**src/rtl/usr_pkg.sv**
```systemverilog
// Shared mode encodings for universal_shift_register and its helpers.
package usr_pkg;

  typedef logic [2:0] usr_mode_t;

  localparam usr_mode_t MODE_HOLD = 3'b000;
  localparam usr_mode_t MODE_SHL  = 3'b001;
  localparam usr_mode_t MODE_SHR  = 3'b010;
  localparam usr_mode_t MODE_ROL  = 3'b011;
  localparam usr_mode_t MODE_ROR  = 3'b100;
  localparam usr_mode_t MODE_LOAD = 3'b101;

endpackage

```
**src/rtl/shift_frame_counter.sv**
```systemverilog
// Counts serial shifts modulo WIDTH; wrap flags the shift that completes a frame.
module shift_frame_counter #(
  parameter int WIDTH = 8,
  localparam int CNT_W = $clog2(WIDTH)
) (
  input  logic             clk,
  input  logic             reset,
  input  logic             en,
  input  logic             clr,
  input  logic             inc,
  output logic             wrap,
  output logic [CNT_W-1:0] count
);

  localparam logic [CNT_W-1:0] LAST = CNT_W'(WIDTH - 1);

  assign wrap = inc && (count == LAST);

  always_ff @(posedge clk) begin
    if (!reset) begin
      count <= '0;
    end else if (en) begin
      if (clr) begin
        count <= '0;
      end else if (inc) begin
        count <= wrap ? '0 : count + 1'b1;
      end
    end
  end

endmodule

```
**src/rtl/universal_shift_register.sv**
```systemverilog
// Width-generic shift/rotate/load register with a WIDTH-shift frame detector,
// usable as either a SIPO or a PISO stage.
module universal_shift_register
  import usr_pkg::*;
#(
  parameter int WIDTH = 8,
  parameter int CNT_W = $clog2(WIDTH)
) (
  input  logic             clk,
  input  logic             reset,
  input  logic             en,
  input  logic             clear,
  input  logic [2:0]       mode,
  input  logic             ser_in_lsb,
  input  logic             ser_in_msb,
  input  logic [WIDTH-1:0] par_in,
  output logic [WIDTH-1:0] par_out,
  output logic             ser_out_msb,
  output logic             ser_out_lsb,
  output logic             frame_valid,
  output logic [WIDTH-1:0] frame_data
);

  logic [WIDTH-1:0] shift_reg;
  logic [WIDTH-1:0] shift_next;
  logic             is_shift;
  logic             is_load;
  logic             cnt_clr;
  logic             cnt_inc;
  logic             wrap;
  logic [CNT_W-1:0] frame_count;
  logic             frame_done;

  always_comb begin
    shift_next = shift_reg;
    unique case (usr_mode_t'(mode))
      MODE_SHL:  shift_next = {shift_reg[WIDTH-2:0], ser_in_lsb};
      MODE_SHR:  shift_next = {ser_in_msb, shift_reg[WIDTH-1:1]};
      MODE_ROL:  shift_next = {shift_reg[WIDTH-2:0], shift_reg[WIDTH-1]};
      MODE_ROR:  shift_next = {shift_reg[0], shift_reg[WIDTH-1:1]};
      MODE_LOAD: shift_next = par_in;
      default:   shift_next = shift_reg;
    endcase
  end

  assign is_shift = (mode == MODE_SHL) || (mode == MODE_SHR);
  assign is_load  = (mode == MODE_LOAD);
  // Gating inc with en and clear keeps wrap meaningful as "frame completes this edge".
  assign cnt_inc  = en && !clear && is_shift;
  assign cnt_clr  = clear || is_load;

  shift_frame_counter #(
    .WIDTH(WIDTH)
  ) u_counter (
    .clk  (clk),
    .reset(reset),
    .en   (en),
    .clr  (cnt_clr),
    .inc  (cnt_inc),
    .wrap (wrap),
    .count(frame_count)
  );

  assign frame_done = wrap && (frame_count == CNT_W'(WIDTH - 1));

  always_ff @(posedge clk) begin
    if (!reset) begin
      shift_reg <= '0;
    end else if (en) begin
      shift_reg <= clear ? '0 : shift_next;
    end
  end

  always_ff @(posedge clk) begin
    if (!reset) begin
      frame_valid <= 1'b0;
      frame_data  <= '0;
    end else begin
      frame_valid <= frame_done;
      if (frame_done) begin
        frame_data <= shift_next;
      end
    end
  end

  assign par_out     = shift_reg;
  assign ser_out_msb = shift_reg[WIDTH-1];
  assign ser_out_lsb = shift_reg[0];

endmodule
```
**config.mk**
```make
export PLATFORM = sky130hd
export DESIGN_NAME = universal_shift_register
export DESIGN_NICKNAME = d
export VERILOG_FILES = /design/src/rtl/usr_pkg.sv /design/src/rtl/shift_frame_counter.sv /design/src/rtl/universal_shift_register.sv
export SDC_FILE = /design/constraint.sdc
export NUM_CORES = 1
export LEC_CHECK = 0
export BUFFER_PORTS_ARGS = -buffer_cell sky130_fd_sc_hd__buf_2
export CAP_MARGIN = 20
export CORE_MARGIN = 4
export CORE_UTILIZATION = 40
export DETAILED_ROUTE_END_ITERATION = 7
export PLACE_DENSITY = 0.64
export SYNTH_ARGS = -nofsm -noshare
export SYNTH_HDL_FRONTEND = slang
export SYNTH_HIERARCHICAL = 1
export SYNTH_SLANG_ARGS = --single-unit
```
**constraint.sdc**
```tcl
create_clock -name clk -period 2.6 [get_ports clk]
set_input_delay 0.52 -clock clk [delete_from_list [all_inputs] [get_ports clk]]
set_output_delay 0.52 -clock clk [all_outputs]
set_load 0.01 [all_outputs]
```
==> results of run 1 <==
==> cell families after synthesis <==
group,synth area share
fa+ha+maj,0.0234
simple gates,0.147
compound gates,0.375
buf+inv,0.0633
xor+xnor,0.0164
flops,0.375
==> final timing paths <==
path,cells after the start,end,slack [ns],from
max,9,frame_data[5],0.71,en
min,1,frame_data[2],0.49,frame_data[2]
max reg2reg,8,frame_data[5],0.85,u_counter/count[0]
min reg2reg,1,frame_data[2],0.49,frame_data[2]
==> critical path: cells and delay by family <==
family | cells | cell delay, ns
buffers and inverters | 3 | 0.45
AOI/OAI and AO/OA | 2 | 0.25
and+or+nand+nor | 4 | 0.92
==> per-layer routing <==
metal,up-vias,part of all wire
met4,0,0.0046
met3,2,0.054
met1,468,0.46
li1,510,-
met2,27,0.48
met5,-,0
==> metrics by stage <==
step                hold WS, ns  cells  worst slack, ns
detailed placement        0.458    175            0.390
CTS                       0.475    179            0.707
global placement          0.450    175            0.525
global route              0.503    179            0.565
floorplan                 0.464    113            0.373
finish                    0.485    179            0.710
==> flip-flops by register name, summed over array words and instances (netlist names) <==
name and flops:
par_out 8, u_counter/count 3, frame_valid 1, frame_data 8
==> power by group through the flow <==
stage / sequential, mW / combinational, mW / clock, mW
final: 0.326 / 0.119 / 0.178
after detailed placement: 0.333 / 0.118 / 0
after floorplan: 0.334 / 0.0763 / 0
after global routing: 0.328 / 0.130 / 0.198
after CTS: 0.326 / 0.118 / 0.184
after global placement: 0.333 / 0.117 / 0
==> area by class of cell <==
type | instances | share of cell area
Inverter | 4 | 0.0115
Timing Repair Buffer | 40 | 0.163
Sequential cell | 20 | 0.308
Tap cell | 30 | 0.0288
Clock buffer | 4 | 0.0279
Multi-Input combinational cell | 81 | 0.461
==> cell usage after synthesis <==
master     instances  share of area
nand2_1           10          0.035
o22ai_1            9          0.053
nand4_1            1         0.0059
a22o_1             5          0.041
a21boi_0           1         0.0070
dfxtp_1           20           0.38
o211a_1            1         0.0094
o21ai_0            3          0.014
o21ai_1            3          0.014
clkinv_1           1         0.0035
a21oi_1            4          0.019
nor3b_4            1          0.018
inv_1              3          0.011
a2bb2oi_1          6          0.049
o32a_1             1         0.0094
a32oi_1            1         0.0082
and2_1             2          0.012
buf_4              3          0.021
ha_1               2          0.023
a22oi_1            1         0.0070
xnor2_1            1         0.0082
nor3_4             1          0.015
a21oi_2            1         0.0082
buf_6              1          0.011
buf_2              3          0.014
nand2b_1           3          0.018
o21a_2             1         0.0082
or2_0              1         0.0059
nand3b_1           2          0.014
nor4_1             1         0.0059
o21bai_1           1         0.0070
nand4bb_1          1          0.011
o221a_2            6          0.063
a32o_1             1         0.0094
nor2_1             2         0.0070
o21a_1             5          0.035
a31oi_1            1         0.0059
a21o_1             1         0.0070
buf_1              1         0.0035
xor2_1             1         0.0082
==> flow_metrics.tcl, run 1 <==
set metrics [dict create \
    status "complete, no violations" \
    drc 0 \
    via_per_inst 5.63 \
    post_drt_wl_per_cell_um 15.8 \
    grt_max_degree 17 \
    clockBufferDepth 2 \
    first_pass_iters 4 \
    cts_setup_buffers 0 \
    crit_slowest_cell "nor4_1" \
    start_kind "input pin" \
    worst_slew_pin_slew_ns 0.665 \
    clkPwrFrac 0.286 \
    core_mm2 0.00250 \
    synth.avg_cell_area_um2 9.44 \
    grt_usage 0.169 \
    grt_pass1_vias 980 \
    ant_nets 0 \
    met3_usage 0.0410 \
    drv_slew 0 \
    htreeDepth 1 \
    crit_arrival_ns 2.13 \
    power_frac_seq 0.523 \
    ys_types 40 \
    dp_hpwl_um 2090 \
    ios 36 \
    clkTransAtPathRegs_ns 0.11 \
    crit_type "input pin to flip-flop" \
    clkSinkCount 20 \
    skew_ns 0.00460 \
    max_freq_mhz 529 \
    die_x_um 59.7 \
    cp_cell_sequence "buf_2 > clkinv_1 > nor4_1 > and2_1 > nand4_1 > nor2_1 > buf_4 > o21a_1 > a22o_1" \
    routed_wl_um 2830 \
    cts_resized 0 \
    worst-path-max-fanout 7 \
    hold_violations 0 \
    cts_tree "done" \
    synthesis.area_mm2 0.00107 \
    hold_class "flip-flop to flip-flop" \
    synthesis.nets 132 \
    peakVddDrop_uv 500 \
    p_comb_frac 0.191 \
    insertion_delay_ns 0.30 \
    multi_input_area_um2 599 \
    p_per_area_mw_per_mm2 480 \
    start_util 0.427 \
    register_area_um2 400 \
    maxCapViolations 0 \
    ctsHoldBuffers 0 \
    drive_gt1_frac 0.362 \
    grt_util_met1 0.221 \
    cp_slowest_stage_delay_ns 0.34 \
    seq_area_frac_synth 0.375 \
    vias 1007 \
    slew_headroom 0.557 \
    leakage_nw 0.599 \
    port_buffers 35 \
    yosys_warnings 6 \
    setup_tns_ns 0 \
    antenna_found_initial 0 \
    grt_overflow_total 0 \
    fillers 248 \
    busiest_layer "met2" \
    grt_first_pass_wirelength_um 4610 \
    drtIter0Drc 39 \
    final_common_cell "buf_2" \
    power_switching_uw 170 \
    setup_viol 0 \
    finalCritPeriodShare 0.727 \
    antenna_cells 0 \
    rows 18 \
    final_cell_mix "buf_2, dfxtp_1, nand2_1" \
    die_area_mm2 0.00356 \
    rsz0062_at_grt "false" \
    ys_ff_latch 20 \
    dieHeight_um 59.7 \
    p_total_uw 624 \
    met2_usage 0.285 \
    end_kind "flip-flop" \
    syn_inst 113 \
    finalCriticalPeriod_ns 1.89 \
    routabilityCongestion 0.762 \
    utilization 0.521 \
    critPathRequiredTime_ns 2.84 \
    area_growth_pct 21.9 \
    final_area_mm2 0.00130 \
    numCtsBuffers 3 \
    switching_share 0.273 \
    root_buffer "clkbuf_4" \
    p_int_uw 454 \
    nets 169 \
    postPlaceCellArea_mm2 0.00126 \
]
(Power assumes the default switching activity.)
==> run 2: changes to the inputs <==
- ABC_AREA: default -> 1
- clock period: 2.6 -> 1.6 ns (I/O delays scaled with it)
==> flow_metrics.tcl, run 2 <==
set metrics [dict create \
    yosys_warnings 6 \
    routed_wl_um 3210 \
    root_buffer "clkbuf_4" \
    synth.most_common_cell "nand2_1" \
    skew_ns 0.0117 \
    via_per_inst 4.86 \
    setup_viol 0 \
    ant_nets 0 \
    ys.flop_type "dfxtp_1" \
    drv_slew 0 \
    synth_edf_count 0 \
    leakage_nw 0.904 \
    p_comb_frac 0.173 \
    grt_pass1_vias 1266 \
    p_total_mw 1.12 \
    setup_ws_ns 0.174 \
    finalCritPeriodShare 0.892 \
    multi_input_area_um2 777 \
    synthArstFlopShare 0 \
    worst-path-max-fanout 17 \
    grt_overflow_total 0 \
    numCtsBuffers 3 \
    switching_share 0.254 \
    die_x_um 66.3 \
    hold_violations 0 \
    grt_usage 0.152 \
    worst_slew_pin_slew_ns 0.303 \
    ios 36 \
    antenna_cells 0 \
    ys_types 26 \
    synthesis.area_mm2 0.00136 \
    dieHeight_um 66.3 \
    dp.cells 296 \
    reg2reg_slack_ns 0.17 \
    finalCriticalPeriod_ns 1.43 \
    synth.avg_cell_area_um2 6.33 \
    final_common_cell "nand2_1" \
    rr_startpoint "u_counter/count[0]" \
    register_area_um2 402 \
    drc 0 \
    min-delay-start "reset" \
    yosys-top-cells-area "dfxtp_1, nand2_1, nand4_1" \
    drtIter0Drc 116 \
    r2r-end "frame_data[0]" \
    ys_ff_latch 20 \
    final_cell_mix "nand2_1, buf_2, nand4_1, inv_1, dfxtp_1" \
    area_growth_pct 25.6 \
    clkSinkCount 20 \
    dp_worst_setup_slack_ns 0.000995 \
    routabilityCongestion 0.790 \
    start_kind "flip-flop" \
    ctsHoldBuffers 0 \
    start_util 0.432 \
    crit_type "flip-flop to flip-flop" \
    peakVddDrop_uv 592 \
    die_area_mm2 0.00440 \
    antenna_found_initial 0 \
    fillers 339 \
    power_switching_uw 284 \
    rows 20 \
    grt_max_degree 18 \
    synth_top_cells_by_count "nand2_1, inv_1, nand4_1" \
    p_per_area_mw_per_mm2 655 \
    clkPwrFrac 0.366 \
    clkTransAtPathRegs_ns 0.11 \
    status "complete, no violations" \
    nets 276 \
    end_kind "flip-flop" \
    core_mm2 0.00315 \
    power_frac_seq 0.462 \
    cts_tree "done" \
    reg2regPathDepth 9 \
    seq_area_frac_synth 0.294 \
    hold_depth 3 \
    crit_arrival_ns 1.63 \
    holdPathEnd "u_counter/count[1]" \
    grt_first_pass_wirelength_um 5340 \
    synthesis.nets 234 \
    utilization 0.542 \
    syn_inst 215 \
    maxCapViolations 0 \
    rsz0062_at_grt "false" \
    max_freq_mhz 701 \
    drive_gt1_frac 0.270 \
    hold_class "input pin to flip-flop" \
    p_int_uw 836 \
    yosys.area.top_type "dfxtp_1" \
    dp_hpwl_um 2480 \
    critPathRequiredTime_ns 1.80 \
    final_cells 300 \
    first_pass_iters 4 \
    port_buffers 35 \
    vias 1458 \
    post_drt_wl_per_cell_um 10.7 \
    synth.top_cell.area_share 0.294 \
    insertion_delay_ns 0.30 \
    slew_headroom 0.797 \
    htreeDepth 1 \
    clockBufferDepth 2 \
]
[run 2: cell types whose count changed in the layout (fill, tap and decap cells not counted), moves of 12 or more]
| cell | delta |
|---|---|
| nand2_1 | +52 |
| nand4_1 | +21 |
| inv_1 | +19 |
| nand3_1 | +16 |
| nor2_1 | +14 |
| a21oi_1 | +12 |
[run 2: cell families after synthesis]
| logic type | share of synthesized area |
|---|---|
| flops | 0.294 |
| simple gates | 0.426 |
| buf+inv | 0.149 |
| fa+ha+maj | 0.0184 |
| compound gates | 0.113 |
[run 2: cell type report]
cell class,instances,area share
multi-input combinational,154,0.455
sequential,20,0.235
timing repair buffer,48,0.169
inverter,30,0.0783
tap,44,0.0322
clock inverter,1,0.0176
clock buffer,3,0.0132
[run 2: repair_timing]
item,in CTS,in global routing
buffers inserted,0,0
setup endpoints to repair,0,5
resized for setup,0,2
[run 2: power groups by stage]
stage          clock network, mW  registers [mW]  logic [mW]
2_1_floorplan                  0           0.526       0.138
4_1_cts                    0.418           0.517       0.194
5_1_grt                    0.445           0.519       0.217
3_3_place_gp                   0           0.528       0.192
6_report                   0.409           0.517       0.193
3_5_place_dp                   0           0.528       0.193
[run 2: how the worst max path moves through the flow]
stage	cells after the start	slack, ns	startpoint	end
global route	9	0.02	u_counter/count[1]	frame_data[1]
finish	9	0.17	u_counter/count[0]	frame_data[0]
CTS	9	0.11	u_counter/count[0]	frame_data[0]
global placement	12	0.04	mode[2]	frame_data[0]
floorplan	11	-0.12	mode[2]	frame_data[0]
detailed placement	12	0.001	mode[2]	frame_data[5]
[run 2: stage by stage]
step | hold WS [ns] | TNS [ns] | instance area [um2]
finish | 0.269 | 0 | 1710
global route | 0.258 | 0 | 1710
CTS | 0.260 | 0 | 1700
detailed placement | 0.523 | 0 | 1650
global placement | 0.524 | 0 | 1650
floorplan | 0.440 | -0.983 | 1420
[run 2: layer usage]
metal  GRT usage  routed length, um
met5           0                  0
met1       0.194               1580
met3      0.0408                161
met4      0.0152                  4
met2       0.264               1470
[run 2: worst max-delay path, stage by stage (launching register included)]
cell and delay, ns:
dfxtp_2 0.35, ha_1 0.20, ha_1 0.18, nand2_1 0.09, inv_2 0.04, nand4_1 0.09
buf_6 0.17, a21oi_1 0.07, o21ai_1 0.08, inv_1 0.05
